==> src/rtl/seq_shifter.sv <==
// Multi-cycle WIDTH-bit shifter (SLL/SRL/SRA/ROTR), at most STEP positions per clock.
// Valid/ready on both sides; one request in flight at a time.
module seq_shifter #(
  parameter int unsigned WIDTH   = 32,
  parameter int unsigned SHAMT_W = $clog2(WIDTH),
  parameter int unsigned STEP    = 4
) (
  input  logic               clk,
  input  logic               reset,
  input  logic               in_valid,
  output logic               in_ready,
  input  logic [1:0]         op,
  input  logic [WIDTH-1:0]   data_in,
  input  logic [SHAMT_W-1:0] shamt,
  output logic               out_valid,
  input  logic               out_ready,
  output logic [WIDTH-1:0]   data_out,
  output logic               busy
);

  typedef enum logic [1:0] {StIdle, StShift, StDone} state_e;

  localparam logic [SHAMT_W:0] StepC = (SHAMT_W + 1)'(STEP);

  state_e           state_q;
  logic [WIDTH-1:0] work_q, work_d;
  logic [1:0]       op_q;
  logic [SHAMT_W:0] rem_q, rem_d, k;
  logic             in_ready_q, out_valid_q, busy_q;

  always_comb begin
    k      = (rem_q < StepC) ? rem_q : StepC;
    rem_d  = rem_q - k;
    work_d = work_q;
    case (op_q)
      2'b00:   work_d = work_q << k;
      2'b01:   work_d = work_q >> k;
      // The MSB never changes under an arithmetic shift, so it still holds the original sign.
      2'b10:   work_d = $signed(work_q) >>> k;
      2'b11:   work_d = (work_q >> k) | (work_q << (WIDTH - k));
      default: work_d = work_q;
    endcase
  end

  always_ff @(posedge clk) begin
    if (reset) begin
      state_q     <= StIdle;
      work_q      <= '0;
      op_q        <= 2'b00;
      rem_q       <= '0;
      in_ready_q  <= 1'b1;
      out_valid_q <= 1'b0;
      busy_q      <= 1'b0;
    end else begin
      case (state_q)
        StIdle: begin
          if (in_valid) begin
            work_q     <= data_in;
            op_q       <= op;
            rem_q      <= {1'b0, shamt};
            in_ready_q <= 1'b0;
            busy_q     <= 1'b1;
            state_q    <= (shamt == '0) ? StDone : StShift;
          end
        end
        StShift: begin
          work_q <= work_d;
          rem_q  <= rem_d;
          if (rem_d == '0) state_q <= StDone;
        end
        StDone: begin
          // out_valid registers one cycle after DONE is entered: latency is ceil(shamt/STEP)+1.
          if (!out_valid_q) begin
            out_valid_q <= 1'b1;
          end else if (out_ready) begin
            out_valid_q <= 1'b0;
            in_ready_q  <= 1'b1;
            busy_q      <= 1'b0;
            state_q     <= StIdle;
          end
        end
        default: state_q <= StIdle;
      endcase
    end
  end

  assign in_ready  = in_ready_q;
  assign out_valid = out_valid_q;
  assign busy      = busy_q;
  assign data_out  = work_q;

endmodule

==> config.mk <==
export PLATFORM = sky130hd
export DESIGN_NAME = seq_shifter
export DESIGN_NICKNAME = d
export VERILOG_FILES = /design/src/rtl/seq_shifter.sv
export SDC_FILE = /design/constraint.sdc
export NUM_CORES = 1
export LEC_CHECK = 0
export BUFFER_PORTS_ARGS = -buffer_cell sky130_fd_sc_hd__buf_4
export CAP_MARGIN = 20
export CORE_ASPECT_RATIO = 0.75
export CORE_MARGIN = 10
export CORE_UTILIZATION = 35
export DETAILED_ROUTE_END_ITERATION = 6
export PLACE_DENSITY = 0.53
export SLEW_MARGIN = 20
export SYNTH_ARGS = -nofsm -noshare
export SYNTH_HDL_FRONTEND = slang
export SYNTH_SLANG_ARGS = --single-unit
==> constraint.sdc <==
create_clock -name clk -period 4.2 [get_ports clk]
set_input_delay 0.84 -clock clk [delete_from_list [all_inputs] [get_ports clk]]
set_output_delay 0.84 -clock clk [all_outputs]
set_load 0.02 [all_outputs]
==> results_dict.tcl, run 1 <==
set metrics [dict create \
    end_kind "flop" \
    antenna_found_initial 0 \
    vias_per_cell 6.62 \
    rsz0062_at_grt "false" \
    area_growth_syn_to_layout_pct 14.1 \
    power.total_mw 2.70 \
    grt_max_degree 79 \
    avgSynthCellArea_um2 7.22 \
    fmaxAchievable_ghz 0.303 \
    busiest_layer "met1" \
    crit_path_start "rem_q[2]" \
    dr.pass1.iters 6 \
    drtIter0Drc 795 \
    status "finished clean" \
    synthArstFlopShare_pct 0 \
    finalClockSkew_ns 0.0161 \
    gr-usage-met1_pct 32.6 \
    worstMarginPinSlew_ns 0.857 \
    htree_levels 2 \
    synth_nets 777 \
    place_congestion 0.918 \
    clock_sinks 45 \
    worstReg2RegEnd "data_out[31]" \
    yosysSeqAreaShare_pct 17.0 \
    ant_nets 0 \
    ys.flop_type "dfxtp_1" \
    fp.dieH_um 126 \
    grt_pass1_wl_um 36500 \
    clock_latency_ns 0.31 \
    antenna_cells 0 \
    ctsHoldBuffers 0 \
    synth_top_cell_by_area "dfxtp_1" \
    grt_pass1_vias 5951 \
    period_needed_ns 3.30 \
    critPathRequiredTime_ns 4.39 \
    grt_use_met3_pct 4.62 \
    cts_resized 0 \
    hold_viol_final 0 \
    reg2regPathDepth 11 \
    stdcell_count 945 \
    hpwl_um 15600 \
    path_max_fanout 40 \
    routed_wl_um 23000 \
    syn-instance-count 732 \
    die_x_um 162 \
    coreArea_um2 14600 \
    rows 38 \
    yosysMostFrequentCell "nand2_1" \
    post-route-period-util_pct 78.6 \
    initial_core_util_pct 36.1 \
    cts-root-buf "clkbuf_16" \
    cts_buffer_depth 2 \
    synth_area_um2 5290 \
    grt_overflow 0 \
    wire_per_inst_um 24.3 \
    reg2reg_setup_slack_ns 0.90 \
    dieArea_um2 20500 \
    fin_setup_tns_ns 0 \
    hold_class "flop to flop" \
    synth_edf_count 0 \
    endpoint "data_out[31]" \
    netlist_top_cells_area "dfxtp_1, mux4_2, nand2_1" \
    maxSlewViolCount 0 \
    grtUsageTotal_pct 21.8 \
    vias 6257 \
    ios 78 \
    maxCapViolCount 0 \
    nNetsFinal 789 \
    powerDensity_nw_per_um2 448 \
    drc 0 \
    synth_commonest_cells "nand2_1, a21oi_1, clkbuf_1, o21ai_0, dfxtp_1" \
    met2_usage_pct 31.2 \
    synth.distinct_cells 71 \
    clk_pin_slew_ns 0.07 \
    synth_top_area_share_pct 17.0 \
    ir_worst_vdd_uv 202 \
    tritoncts "yes" \
    drive_gt1_share_pct 19.3 \
    maxSlewHeadroom_pct 42.8 \
    finalSetupViolCount 0 \
    path_class "flop to flop" \
    ys_warn_count 0 \
    crit_arrival_ns 3.49 \
    postCtsSetupRepairBufs 0 \
    crit-reg2reg-launch "rem_q[2]" \
    min_path_cells 2 \
    cts_made_buffers 5 \
    cp-start-kind "flop" \
    numPortBuffers 77 \
    leakage_nw 2.22 \
    placed_cells 937 \
    ys_seq_elements 45 \
]
[worst min-delay path by stage]
stage | startpoint | end | slack [ns]
global route | busy | busy | 0.51
global placement | busy | busy | 0.48
detailed placement | busy | busy | 0.48
CTS | busy | busy | 0.50
floorplan | rem_q[5] | rem_q[5] | 0.48
finish | busy | busy | 0.50
[critical path, stage by stage (launching register included)]
cell and delay [ns]:
dfxtp_1 0.41, or4_4 0.61, nor2_8 0.13, inv_6 0.14
ha_1 0.31, buf_4 0.22, inv_1 0.22, buf_4 0.27
mux4_2 0.32, a22oi_1 0.20, a21oi_1 0.11, o31a_1 0.24
[flip-flops by register name, summed over array words and instances (netlist names)]
register and cells:
state_q 2, busy 1, out_valid 1, data_out 32
rem_q 6, in_ready 1, op_q 2
[placed cells by master (no fill, tap or decap), types with 4 or more instances in the layout]
master	instances
nand2b_1	5
and3_1	17
buf_4	98
a21o_1	7
o31a_1	4
clkbuf_16	5
nor3_1	14
a22o_1	5
nand3_1	19
nor2_1	35
inv_1	9
a211o_1	6
and2_1	8
a211oi_1	34
a2111oi_0	6
mux2_2	4
or3_1	9
o22ai_1	6
a21boi_0	4
o21ai_0	62
a22oi_1	6
o2111ai_1	4
a311oi_1	6
mux2i_1	29
o211ai_1	11
a31oi_1	17
o31ai_1	6
nor2b_1	4
a21oi_1	68
nand2_1	106
a221oi_1	5
dfxtp_1	43
mux4_2	22
[per-stage QoR]
stage          utilization, %  setup WS (ns)  hold WS (ns)  area, um2
6_report                 41.2          0.899         0.499       6030
5_1_grt                  41.2          0.767         0.513       6030
3_3_place_gp             40.2          0.998         0.479       5880
3_5_place_dp             40.2          0.942         0.483       5880
2_1_floorplan               -          0.548         0.484       5290
4_1_cts                  41.2          0.920         0.498       6030
[area by class of cell]
| cell class | count | area (um2) |
|---|---|---|
| Fill cell | 1544 | 8610 |
| Clock buffer | 5 | 125 |
| Tap cell | 200 | 250 |
| Clock inverter | 3 | 22.5 |
| Multi-Input combinational cell | 583 | 3950 |
| Sequential cell | 45 | 903 |
| Inverter | 11 | 46.3 |
| Timing Repair Buffer | 98 | 736 |
[cell families (layout without fill, tap and decap cells)]
kind of cell             after synthesis  count (layout)  synth area share (%)
other                                  1               1                0.0709
adder cells (fa/ha/maj)                2               2                 0.473
XOR/XNOR                               1               1                 0.166
AO/OA/AOI/OAI                        283             283                  35.0
AND/OR/NAND/NOR                      238             238                  21.5
multiplexers                          58              58                  17.2
buffers and inverters                104             117                  8.47
flip-flops                            45              45                  17.0
[where the power goes]
part | switching, mW | internal, mW
Clock | 0.202 | 0.221
Sequential | 0.233 | 0.503
Combinational | 0.950 | 0.592
Total | 1.39 | 1.32
[routing by layer]
metal | part of all wire [%] | vias up | wire, um
met5 | 0 | - | 0
met3 | 10 | 29 | 2320
li1 | - | 2819 | -
met4 | 1.6 | 0 | 358
met1 | 46 | 3043 | 10600
met2 | 42 | 366 | 9680
Power figures use the tool's default switching activity.
==> run 2: changes to the inputs <==
- clock period: 4.2 -> 3.3 ns (I/O delays scaled with it)
==> results_dict.tcl, run 2 (synthesized netlist as in run 1, its figures left out) <==
set metrics [dict create \
    status "finished clean" \
    drtIter0Drc 647 \
    fp.dieH_um 126 \
    antenna_found_initial 0 \
    dieArea_um2 20500 \
    htree_levels 2 \
    numPortBuffers 77 \
    path_max_fanout 34 \
    coreArea_um2 14600 \
    finalClockSkew_ns 0.00835 \
    grt_pass1_wl_um 36500 \
    crit_arrival_ns 3.27 \
    vias 6211 \
    worstMarginPinSlew_ns 0.663 \
    powerDensity_nw_per_um2 591 \
    critPathRequiredTime_ns 3.46 \
    wire_per_inst_um 24.6 \
    die_x_um 162 \
    ctsHoldBuffers 0 \
    whs_ns 0.495 \
    ant_nets 0 \
    fmaxAchievable_ghz 0.321 \
    grt_max_degree 79 \
    crit_buf_inv 1 \
    crit-reg2reg-launch "rem_q[3]" \
    period_needed_ns 3.11 \
    initial_core_util_pct 36.1 \
    maxSlewViolCount 0 \
    cp-start-kind "flop" \
    tritoncts "yes" \
    cts_made_buffers 5 \
    dr.pass1.iters 5 \
    antenna_cells 0 \
    reg2reg_setup_slack_ns 0.19 \
    largest_reg_flops 32 \
    drive_gt1_share_pct 20.4 \
    final_cell_mix "buf_4, nand2_1, a21oi_1" \
    hp-start "busy" \
    critPathTopFamily "simple AND/OR/NAND/NOR gates" \
    cts_buffer_depth 2 \
    place_congestion 0.915 \
    rows 38 \
    drc 0 \
    postCtsSetupRepairBufs 0 \
    finalSetupViolCount 0 \
    power.total_mw 3.64 \
    hold_viol_final 0 \
    nNetsFinal 799 \
    critPathSlowestCell "mux4_1" \
    routed_wl_um 23500 \
    end_kind "flop" \
    cts-root-buf "clkbuf_16" \
    hpwl_um 16300 \
    hold_class "flop to flop" \
    worstReg2RegEnd "data_out[29]" \
    cp_cell_sequence "or4_4, nor2_8, buf_4, mux4_1, and2_1, o21ai_0, a311oi_1" \
    maxCapViolCount 0 \
    leakage_nw 2.31 \
    whs_endpoint "busy" \
    area_growth_syn_to_layout_pct 16.5 \
    post-route-period-util_pct 94.3 \
    crit_path_max_incr_delay_ns 0.62 \
    clk_pin_slew_ns 0.07 \
    reg2regPathDepth 7 \
    grt_pass1_vias 6024 \
    rsz0062_at_grt "false" \
    vias_per_cell 6.50 \
    min_path_cells 2 \
    cts_resized 0 \
    maxSlewHeadroom_pct 55.7 \
    path_class "flop to flop" \
    ios 78 \
    ir_worst_vdd_uv 255 \
    layout_commonest_cell "buf_4" \
    grt_overflow 0 \
    clock_sinks 45 \
    grtUsageTotal_pct 22.0 \
    clock_latency_ns 0.30 \
]
==> run 2: cell count changes in the layout (fill, tap and decap cells not counted) <==
cell        change
buf_4           +9
clkinvlp_4      -3
bufinv_16       +2
buf_12          +1
clkinv_2        +1
==> run 2: metrics by stage <==
stage | std cells | cell area [um2] | TNS, ns | util [%] | setup slack, ns
final | 955 | 6160 | 0 | 42.1 | 0.187
after global routing | 955 | 6160 | 0 | 42.1 | 0.0163
after CTS | 955 | 6160 | 0 | 42.1 | 0.250
after detailed placement | 947 | 5970 | 0 | 40.8 | 0.271
after global placement | 947 | 5970 | 0 | 40.8 | 0.377
after floorplan | 732 | 5300 | -0.0378 | - | -0.0353
==> run 2: report_power, final <==
part	switching (mW)	total (mW)	internal (mW)
Combinational	1.22	2.01	0.787
Sequential	0.299	0.939	0.640
Clock	0.263	0.697	0.434
==> run 2: worst reg2reg max path: stages, from the launching register on <==
cell	delay, ns
dfxtp_1	0.41
or4_4	0.61
nor2_8	0.16
buf_4	0.48
mux4_1	0.63
and2_1	0.18
o21ai_0	0.35
a311oi_1	0.16
==> run 2: cell type report <==
type                       count  area, um2
timing repair buffer         108        823
sequential                    45        903
multi-input combinational    583       3950
inverter                      11       46.3
tap                          200        250
fill                        1563       8480
clock inverter                 3       65.1
clock buffer                   5        125
==> run 2: worst max-delay path by stage <==
stage                     slack (ns)            to  cells past startpoint      from
after floorplan                -0.04  data_out[14]                     15  rem_q[3]
final                           0.19  data_out[29]                      7  rem_q[3]
after CTS                       0.25  data_out[29]                      7  rem_q[3]
after global routing            0.02  data_out[30]                     11  rem_q[3]
after detailed placement        0.27  data_out[29]                      7  rem_q[3]
after global placement          0.38  data_out[29]                      7  rem_q[3]
==> run 2: per-layer routing <==
| metal | vias to the layer above | wire [um] | part of all wire, % | GRT usage, % |
|---|---|---|---|---|
| met5 | - | 0 | 0 | 0 |
| met4 | 0 | 386 | 1.6 | 4.48 |
| met3 | 34 | 2550 | 11 | 6.27 |
| met2 | 345 | 9900 | 42 | 32.0 |
| met1 | 3009 | 10700 | 45 | 31.5 |
| li1 | 2823 | - | - | - |
==> run 3: changes to the inputs <==
- REMOVE_ABC_BUFFERS: not set -> 1
==> results_dict.tcl, run 3 (synthesized netlist as in run 1, its figures left out) <==
set metrics [dict create \
    status "finished clean" \
    drive_gt1_share_pct 20.6 \
    reg2regPathDepth 10 \
    critPathRequiredTime_ns 3.47 \
    vias 6318 \
    final_cell_mix "buf_4, nand2_1, a21oi_1" \
    fp.dieH_um 126 \
    leakage_nw 2.31 \
    cts_resized 0 \
    clock_latency_ns 0.29 \
    hpwl_um 15700 \
    routed_wl_um 22900 \
    finalSetupViolCount 0 \
    crit-reg2reg-launch "rem_q[2]" \
    postLayoutSetupSlackWorst_ns 0.188 \
    tritoncts "yes" \
    area_growth_syn_to_layout_pct 16.8 \
    antenna_found_initial 0 \
    coreArea_um2 14600 \
    worstMarginPinSlew_ns 0.818 \
    crit_arrival_ns 3.28 \
    end_kind "flop" \
    htree_levels 2 \
    vias_per_cell 6.60 \
    maxSlewHeadroom_pct 45.3 \
    ir_worst_vdd_uv 247 \
    fmaxAchievable_ghz 0.321 \
    hold_viol_final 0 \
    cts_buffer_depth 2 \
    place_congestion 0.939 \
    cp-start-kind "flop" \
    drtIter0Drc 879 \
    finalClockSkew_ns 0.00571 \
    dr.pass1.iters 5 \
    grt_pass1_vias 5896 \
    rsz0062_at_grt "false" \
    cts-root-buf "clkbuf_16" \
    ant_nets 0 \
    ios 78 \
    maxCapViolCount 0 \
    initial_core_util_pct 36.1 \
    power.total_mw 3.63 \
    maxSlewViolCount 0 \
    grt_max_degree 79 \
    place_ws_ns 0.264 \
    powerDensity_nw_per_um2 587 \
    ctsHoldBuffers 0 \
    rows 38 \
    worstReg2RegEnd "data_out[30]" \
    cts_made_buffers 5 \
    fill_cells 1576 \
    largest_reg_flops 32 \
    reg2reg_setup_slack_ns 0.19 \
    postCtsSetupRepairBufs 0 \
    die_x_um 162 \
    post-route-period-util_pct 94.3 \
    clk_pin_slew_ns 0.07 \
    drc 0 \
    dieArea_um2 20500 \
    hold_class "flop to flop" \
    min_path_cells 2 \
    layout_commonest_cell "buf_4" \
    antenna_cells 0 \
    grtUsageTotal_pct 21.1 \
    grt_pass1_wl_um 35500 \
    period_needed_ns 3.11 \
    path_class "flop to flop" \
    path_max_fanout 25 \
    clock_sinks 45 \
    hp-start "busy" \
    numPortBuffers 77 \
    grt_overflow 0 \
    nNetsFinal 801 \
    whs_endpoint "busy" \
    wire_per_inst_um 23.9 \
]
[run 3: worst max-delay path: stages, from the launching register on]
cell and delay, ns:
dfxtp_1 0.41, or4_4 0.63, nor2_8 0.13, inv_6 0.03
ha_1 0.28, buf_4 0.27, a211oi_1 0.08, a311oi_1 0.61
a211oi_1 0.09, a211oi_1 0.33, o41ai_1 0.12
[run 3: through the flow]
| stage | setup TNS (ns) | instance area (um2) | utilization, % | hold slack (ns) | instances |
|---|---|---|---|---|---|
| final | 0 | 6180 | 42.2 | 0.493 | 957 |
| after global routing | 0 | 6180 | 42.2 | 0.509 | 957 |
| after CTS | 0 | 6180 | 42.2 | 0.495 | 957 |
| after detailed placement | 0 | 5990 | 40.9 | 0.484 | 949 |
| after global placement | 0 | 5990 | 40.9 | 0.482 | 949 |
| after floorplan | -163.07 | 4890 | - | 0.482 | 639 |
[run 3: area by class of cell]
cell class | instances | area, um2 | share of cell area (%)
inverters | 11 | 46.3 | 0.749
well taps | 200 | 250 | 4.05
clock inverters | 3 | 65.1 | 1.05
multi-input cells | 583 | 3950 | 63.9
flip-flops and latches | 45 | 903 | 14.6
repair buffers | 110 | 838 | 13.6
clock buffers | 5 | 125 | 2.03
[run 3: how the worst max path moves through the flow]
stage,startpoint,to,slack (ns)
floorplan,rem_q[2],data_out[31],-5.27
global placement,rem_q[2],data_out[30],0.29
detailed placement,rem_q[2],data_out[30],0.26
CTS,rem_q[2],data_out[30],0.25
global route,rem_q[2],data_out[30],0.08
finish,rem_q[2],data_out[30],0.19
[run 3: routing by layer]
layer  wire length [um]  GRT usage [%]  up-vias
met5                  0              0        -
met1              10400           31.3     3050
li1                   -              -     2838
met3               2470           4.30       27
met4                265           3.84        0
met2               9750           30.9      403
[run 3: power breakdown]
part           total [mW]  switching [mW]  internal, mW
Combinational        2.00            1.21         0.792
Sequential          0.942           0.302         0.640
Clock               0.685           0.251         0.434
